`config.mk`:
```
export PLATFORM = sky130hd
export DESIGN_NAME = rgb_pwm_driver
export DESIGN_NICKNAME = d
export VERILOG_FILES = /design/src/rtl/rgb_pwm_pkg.sv /design/src/rtl/pwm_channel.sv /design/src/rtl/rgb_pwm_driver.sv
export SDC_FILE = /design/constraint.sdc
export NUM_CORES = 1
export LEC_CHECK = 0
export CORE_AREA = 3 3 91 93
export CTS_BUF_LIST = sky130_fd_sc_hd__clkbuf_8 sky130_fd_sc_hd__clkbuf_16
export CTS_CLUSTER_DIAMETER = 30
export DETAILED_ROUTE_END_ITERATION = 10
export DIE_AREA = 0 0 94 96
export DONT_BUFFER_PORTS = 1
export PLACE_DENSITY = 0.5
export RECOVER_POWER = 25
export SYNTH_ARGS = -nofsm -noshare
export SYNTH_HDL_FRONTEND = slang
export SYNTH_SLANG_ARGS = --single-unit
```
`constraint.sdc`:
```
create_clock -name clk -period 2.1 [get_ports clk]
set_clock_uncertainty 0.15 [all_clocks]
set_input_delay 0.21 -clock clk [delete_from_list [all_inputs] [get_ports clk]]
set_output_delay 0.21 -clock clk [all_outputs]
set_load 0.01 [all_outputs]
```
`src/rtl/rgb_pwm_pkg.sv`:
```
// rgb_pwm_driver shared types, defaults and the optional gamma map.
// RGB_PWM_GAMMA_EN: when defined, rgb_gamma() is provided.
package rgb_pwm_pkg;

  localparam int RGB_PWM_BITS_DEF = 8;
  localparam int RGB_PRESCALE_DEF = 47;

  // Storage width for duties; PWM_BITS must not exceed it.
  localparam int RGB_DUTY_W = 16;
  localparam int RGB_PROD_W = 2 * RGB_DUTY_W;

  typedef logic [RGB_DUTY_W-1:0] duty_t;

  typedef struct packed {
    duty_t r;
    duty_t g;
    duty_t b;
  } rgb_duty_t;

`ifdef RGB_PWM_GAMMA_EN
  // (x*x + 2^bits-1) >> bits; rounds up so 1 stays 1 and max stays max.
  function automatic duty_t rgb_gamma(input duty_t x, input int bits);
    logic [RGB_PROD_W-1:0] p;
    logic [RGB_PROD_W-1:0] bias;
    bias = (RGB_PROD_W'(1) << bits) - RGB_PROD_W'(1);
    p = RGB_PROD_W'(x) * RGB_PROD_W'(x) + bias;
    p = p >> bits;
    return p[RGB_DUTY_W-1:0];
  endfunction
`endif

endpackage

```
`src/rtl/pwm_channel.sv`:
```
// One PWM channel: active duty register, compare, registered
// active-low pin. Ports: clk, rst, load_i, duty_i, cnt_i, pin_o.
module pwm_channel
  import rgb_pwm_pkg::*;
(
  input  logic  clk,
  input  logic  rst,
  input  logic  load_i,
  input  duty_t duty_i,
  input  duty_t cnt_i,
  output logic  pin_o
);

  duty_t duty_q;
  logic  pin_q;

  always_ff @(posedge clk) begin
    if (rst) begin
      duty_q <= '0;
      pin_q  <= 1'b1;
    end else begin
      if (load_i) begin
        duty_q <= duty_i;
      end
      pin_q <= !(cnt_i < duty_q);
    end
  end

  assign pin_o = pin_q;

endmodule

```
`src/rtl/rgb_pwm_driver.sv`:
```
// Double-buffered 3-channel PWM driver for an active-low RGB LED.
// Ports: clk, rst, in_valid/in_ready, r_in/g_in/b_in, frame_start,
// RGB_R/G/B. Define RGB_PWM_GAMMA_EN to gamma-map duties on transfer.
module rgb_pwm_driver
  import rgb_pwm_pkg::*;
#(
  parameter int PWM_BITS = RGB_PWM_BITS_DEF,
  parameter int PRESCALE = RGB_PRESCALE_DEF
) (
  input  logic                clk,
  input  logic                rst,
  input  logic                in_valid,
  output logic                in_ready,
  input  logic [PWM_BITS-1:0] r_in,
  input  logic [PWM_BITS-1:0] g_in,
  input  logic [PWM_BITS-1:0] b_in,
  output logic                frame_start,
  output logic                RGB_R,
  output logic                RGB_G,
  output logic                RGB_B
);

  localparam int PRE_W =
    (PRESCALE > 0) ? $clog2(PRESCALE + 1) : 1;
  localparam logic [PRE_W-1:0] PRE_MAX = PRE_W'(PRESCALE);
  localparam logic [PWM_BITS-1:0] CNT_MAX = '1;

  logic [PRE_W-1:0]    pre_cnt_q, pre_cnt_d;
  logic [PWM_BITS-1:0] pwm_cnt_q, pwm_cnt_d;
  rgb_duty_t           pend_q, pend_d;
  logic                pend_full_q, pend_full_d;
  logic                frame_q;

  logic      tick;
  logic      boundary;
  logic      accept;
  logic      load;
  rgb_duty_t xfer;
  duty_t     cnt_ext;

  assign tick     = (pre_cnt_q == PRE_MAX);
  assign boundary = tick && (pwm_cnt_q == CNT_MAX);
  assign in_ready = !pend_full_q && !rst;
  assign accept   = in_valid && in_ready;
  // Only a triple already pending at the boundary is applied;
  // one accepted on the boundary itself waits a full period.
  assign load     = boundary && pend_full_q;
  assign cnt_ext  = duty_t'(pwm_cnt_q);

  always_comb begin
    pre_cnt_d   = tick ? '0 : pre_cnt_q + PRE_W'(1);
    pwm_cnt_d   = pwm_cnt_q;
    pend_d      = pend_q;
    pend_full_d = pend_full_q;
    if (tick) begin
      pwm_cnt_d = pwm_cnt_q + PWM_BITS'(1);
    end
    if (load) begin
      pend_full_d = 1'b0;
    end
    if (accept) begin
      pend_d.r    = duty_t'(r_in);
      pend_d.g    = duty_t'(g_in);
      pend_d.b    = duty_t'(b_in);
      pend_full_d = 1'b1;
    end
  end

`ifdef RGB_PWM_GAMMA_EN
  always_comb begin
    xfer   = pend_q;
    xfer.r = rgb_gamma(pend_q.r, PWM_BITS);
    xfer.g = rgb_gamma(pend_q.g, PWM_BITS);
    xfer.b = rgb_gamma(pend_q.b, PWM_BITS);
  end
`else
  assign xfer = pend_q;
`endif

  always_ff @(posedge clk) begin
    if (rst) begin
      pre_cnt_q   <= '0;
      pwm_cnt_q   <= '0;
      pend_q      <= '0;
      pend_full_q <= 1'b0;
      frame_q     <= 1'b0;
    end else begin
      pre_cnt_q   <= pre_cnt_d;
      pwm_cnt_q   <= pwm_cnt_d;
      pend_q      <= pend_d;
      pend_full_q <= pend_full_d;
      frame_q     <= boundary;
    end
  end

  assign frame_start = frame_q;

  pwm_channel u_ch_r (
    .clk    (clk),
    .rst    (rst),
    .load_i (load),
    .duty_i (xfer.r),
    .cnt_i  (cnt_ext),
    .pin_o  (RGB_R)
  );

  pwm_channel u_ch_g (
    .clk    (clk),
    .rst    (rst),
    .load_i (load),
    .duty_i (xfer.g),
    .cnt_i  (cnt_ext),
    .pin_o  (RGB_G)
  );

  pwm_channel u_ch_b (
    .clk    (clk),
    .rst    (rst),
    .load_i (load),
    .duty_i (xfer.b),
    .cnt_i  (cnt_ext),
    .pin_o  (RGB_B)
  );

endmodule

```
==> flow_summary_export.csv <==
group,metric,value,unit
setup_path,timing_worst_setup_path_type,"register to register",
grt,overflow,0,
clock_tree,cts_tree,"built",
drt,vias_per_cell,4.89,
setup_path,start_kind,"register",
placed_design,place_inst,428,
grt,grt_max_degree,28,
die,coreArea,0.00761,mm2
clock_tree,htree_levels,3,
setup_path,worstSetupEndpointType,"register",
grt,antenna_found_initial,0,
drt,drc_errors,0,
logic_synthesis,syn_area,0.00300,mm2
timing,fin_crit_sh,0.944,
finish,fin_nets,413,
timing,hold_ws,0.0501,ns
logic_synthesis,synth_top_cell_area_share,0.448,
setup_path,crit_fanout,25,
logic_synthesis,yosysMostFrequentCell,"nand2_1",
timing,slew_violations,0,
finish,final_util,0.470,
logic_synthesis,synth-seq-area-share,0.448,
pwr,p_leak,1.51,nW
logic_synthesis,synth_ff_type,"dfxtp_1",
die,io_pins,32,
timing,setup_ws,0.118,ns
pwr,vdd_drop_max,385,uV
placed_design,dp_hpwl,4020,um
placed_design,place_congestion,0.753,
clock_tree,postCtsSetupBuffers,0,
timing,finalHoldViolCount,0,
logic_synthesis,yosys_register_bits,67,
timing,rsz0062_at_grt,"no",
die,dieArea,0.00902,mm2
die,die_x,94,um
drt,num_vias,2287,
finish,fillers,763,
drt,antenna_left,0,
logic_synthesis,ys_top_cells_by_count,"nand2_1 (76), dfxtp_1 (67), o21ai_0 (30), mux2i_1 (24)",
hold_path,hold_class,"primary input to register",
grt,grt_pass1_wl,10000,um
placed_design,place_ws,0.118,ns
grt,grt_pass1_vias,2137,
clock_tree,numCtsBuffers,9,
setup_path,critical_path_arrival,2.03,ns
job,maxCapViolations,0,
finish,final_cell_count_no_fill,468,
die,initial_core_util,0.394,
finish,fin_area,0.00357,mm2
setup_path,worstPathRequired,2.15,ns
logic_synthesis,avgSynthCellArea,9.08,um2
pwr,p_per_area,710,mW/mm2
logic_synthesis,postSynthCellCount,330,
logic_synthesis,ys_types,40,
clock_tree,path_clk_slew,0.07,ns
clock_tree,cts_root_buffer,"clkbuf_8",
logic_synthesis,synth_edf_count,0,
die,num_rows,32,
clock_tree,post_cts_resized,0,
placed_design,portBuffers,0,
drt,wl_per_cell,13.2,um
timing,slew_headroom,0.395,
finish,diodes,0,
clock_tree,clk_latency,0.34,ns
finish,syn_to_final_growth,19.2,%
logic_synthesis,yosys-top-cells-area,"dfxtp_1 (45%), ha_1 (9.6%), nand2_1 (9.5%)",
grt,grt_usage,0.146,
drt,finalWirelength,6190,um
finish,drive_above_1_share,0.0820,
logic_synthesis,async_flop_share,0,
timing,fmax,505,MHz
logic_synthesis,syn-num-nets,380,
timing,worst_pin_slew,0.907,ns
timing,finalSetupViolations,0,
pwr,total_power,2.54,mW
clock_tree,clock_sinks,67,
setup_path,r2r_slack,0.12,ns
timing,period_minus_slack,1.98,ns
clock_tree,clock_path_buffers,2,
status,outcome,"finished clean",
timing,tns,0,ns
placed_design,placed_area,0.00312,mm2
drt,drt_iter0_drc,94,
logic_synthesis,synth_top_area_cell,"dfxtp_1",
logic_synthesis,ys_warn_count,0,
die,dieHeight,96,um
drt,dr.pass1.iters,4,
## area by class of cell
class / instances / area, um2 / share of cell area
clock buffer: 12 / 165 / 0.0462
clock inverter: 2 / 35.0 / 0.00981
inverter: 24 / 90.1 / 0.0252
multi-input combinational: 223 / 1470 / 0.412
sequential: 67 / 1340 / 0.375
tap: 102 / 128 / 0.0357
timing repair buffer: 38 / 343 / 0.0960
## layer usage
layer  track usage  vias up  routed length (um)
li1              -     1211                   -
met1         0.188     1042                3030
met2         0.231       28                2880
met3        0.0375        6                 235
met4        0.0650        0                  51
met5             0        -                   0
## worst max-delay path, cell delays in order (launching register included)
cell	delay [ns]
dfxtp_1	0.33
ha_1	0.22
nand4b_4	0.14
or4_4	0.80
mux2i_1	0.19
## timing repair
action,in CTS,in global routing
hold buffers,26,0
endpoints found under the hold margin,43,0
setup endpoints to repair,0,1
## cells by family after synthesis
kind of cell | count (synthesis) | share of synthesized area
and+or+nand+nor | 110 | 0.174
DFF | 67 | 0.448
AOI/OAI and AO/OA | 64 | 0.133
buffers and inverters | 40 | 0.0635
muxes | 24 | 0.0802
adders and majority gates | 23 | 0.0960
xor gates and xnor gates | 2 | 0.00585
## path summary, 6_finish.rpt
| check | from | endpoint | depth (start not counted) |
|---|---|---|---|
| max | pwm_cnt_q[0]$_SDFFE_PP0P_ | u_ch_b.duty_q[0]$_SDFFE_PP0P_ | 4 |
| max reg2reg | pwm_cnt_q[0]$_SDFFE_PP0P_ | u_ch_b.duty_q[0]$_SDFFE_PP0P_ | 4 |
| min reg2reg | pend_q[20]$_SDFFE_PP0P_ | u_ch_g.duty_q[4]$_SDFFE_PP0P_ | 2 |
| min | rst | pre_cnt_q[5]$_SDFF_PP0_ | 2 |
## registers in the layout, summed over array words and instances, names as in the netlist
signal and flops:
pend_full_q 1, u_ch_r.pin_o 1, pend_q 24, u_ch_b.duty_q 8
pwm_cnt_q 8, u_ch_g.duty_q 8, u_ch_r.duty_q 8, u_ch_g.pin_o 1
pre_cnt_q 6, u_ch_b.pin_o 1, frame_start 1
## where the power goes
| part | internal (mW) | switching (mW) |
|---|---|---|
| logic | 0.0593 | 0.0629 |
| clock network | 0.631 | 0.461 |
| registers | 1.31 | 0.0141 |
| total | 2.00 | 0.538 |
## layout by cell type, fill, tap and decap left out, types with 4 or more instances in the layout
master         synthesis  layout
nand2_1               76      76
nor2_1                 4       4
ha_1                  23      23
mux2i_1               24      24
a211oi_1               6       6
buf_4                  0      10
clkbuf_8               0      12
dlygate4sd3_1          0      26
o21ai_0               30      30
nand4_1                4       4
dfxtp_1               67      67
inv_1                 23      23
a21oi_1                7       7
nor3b_1                5       4
or3_1                  5       5
Note: power is estimated with default switching activity, not from simulation.
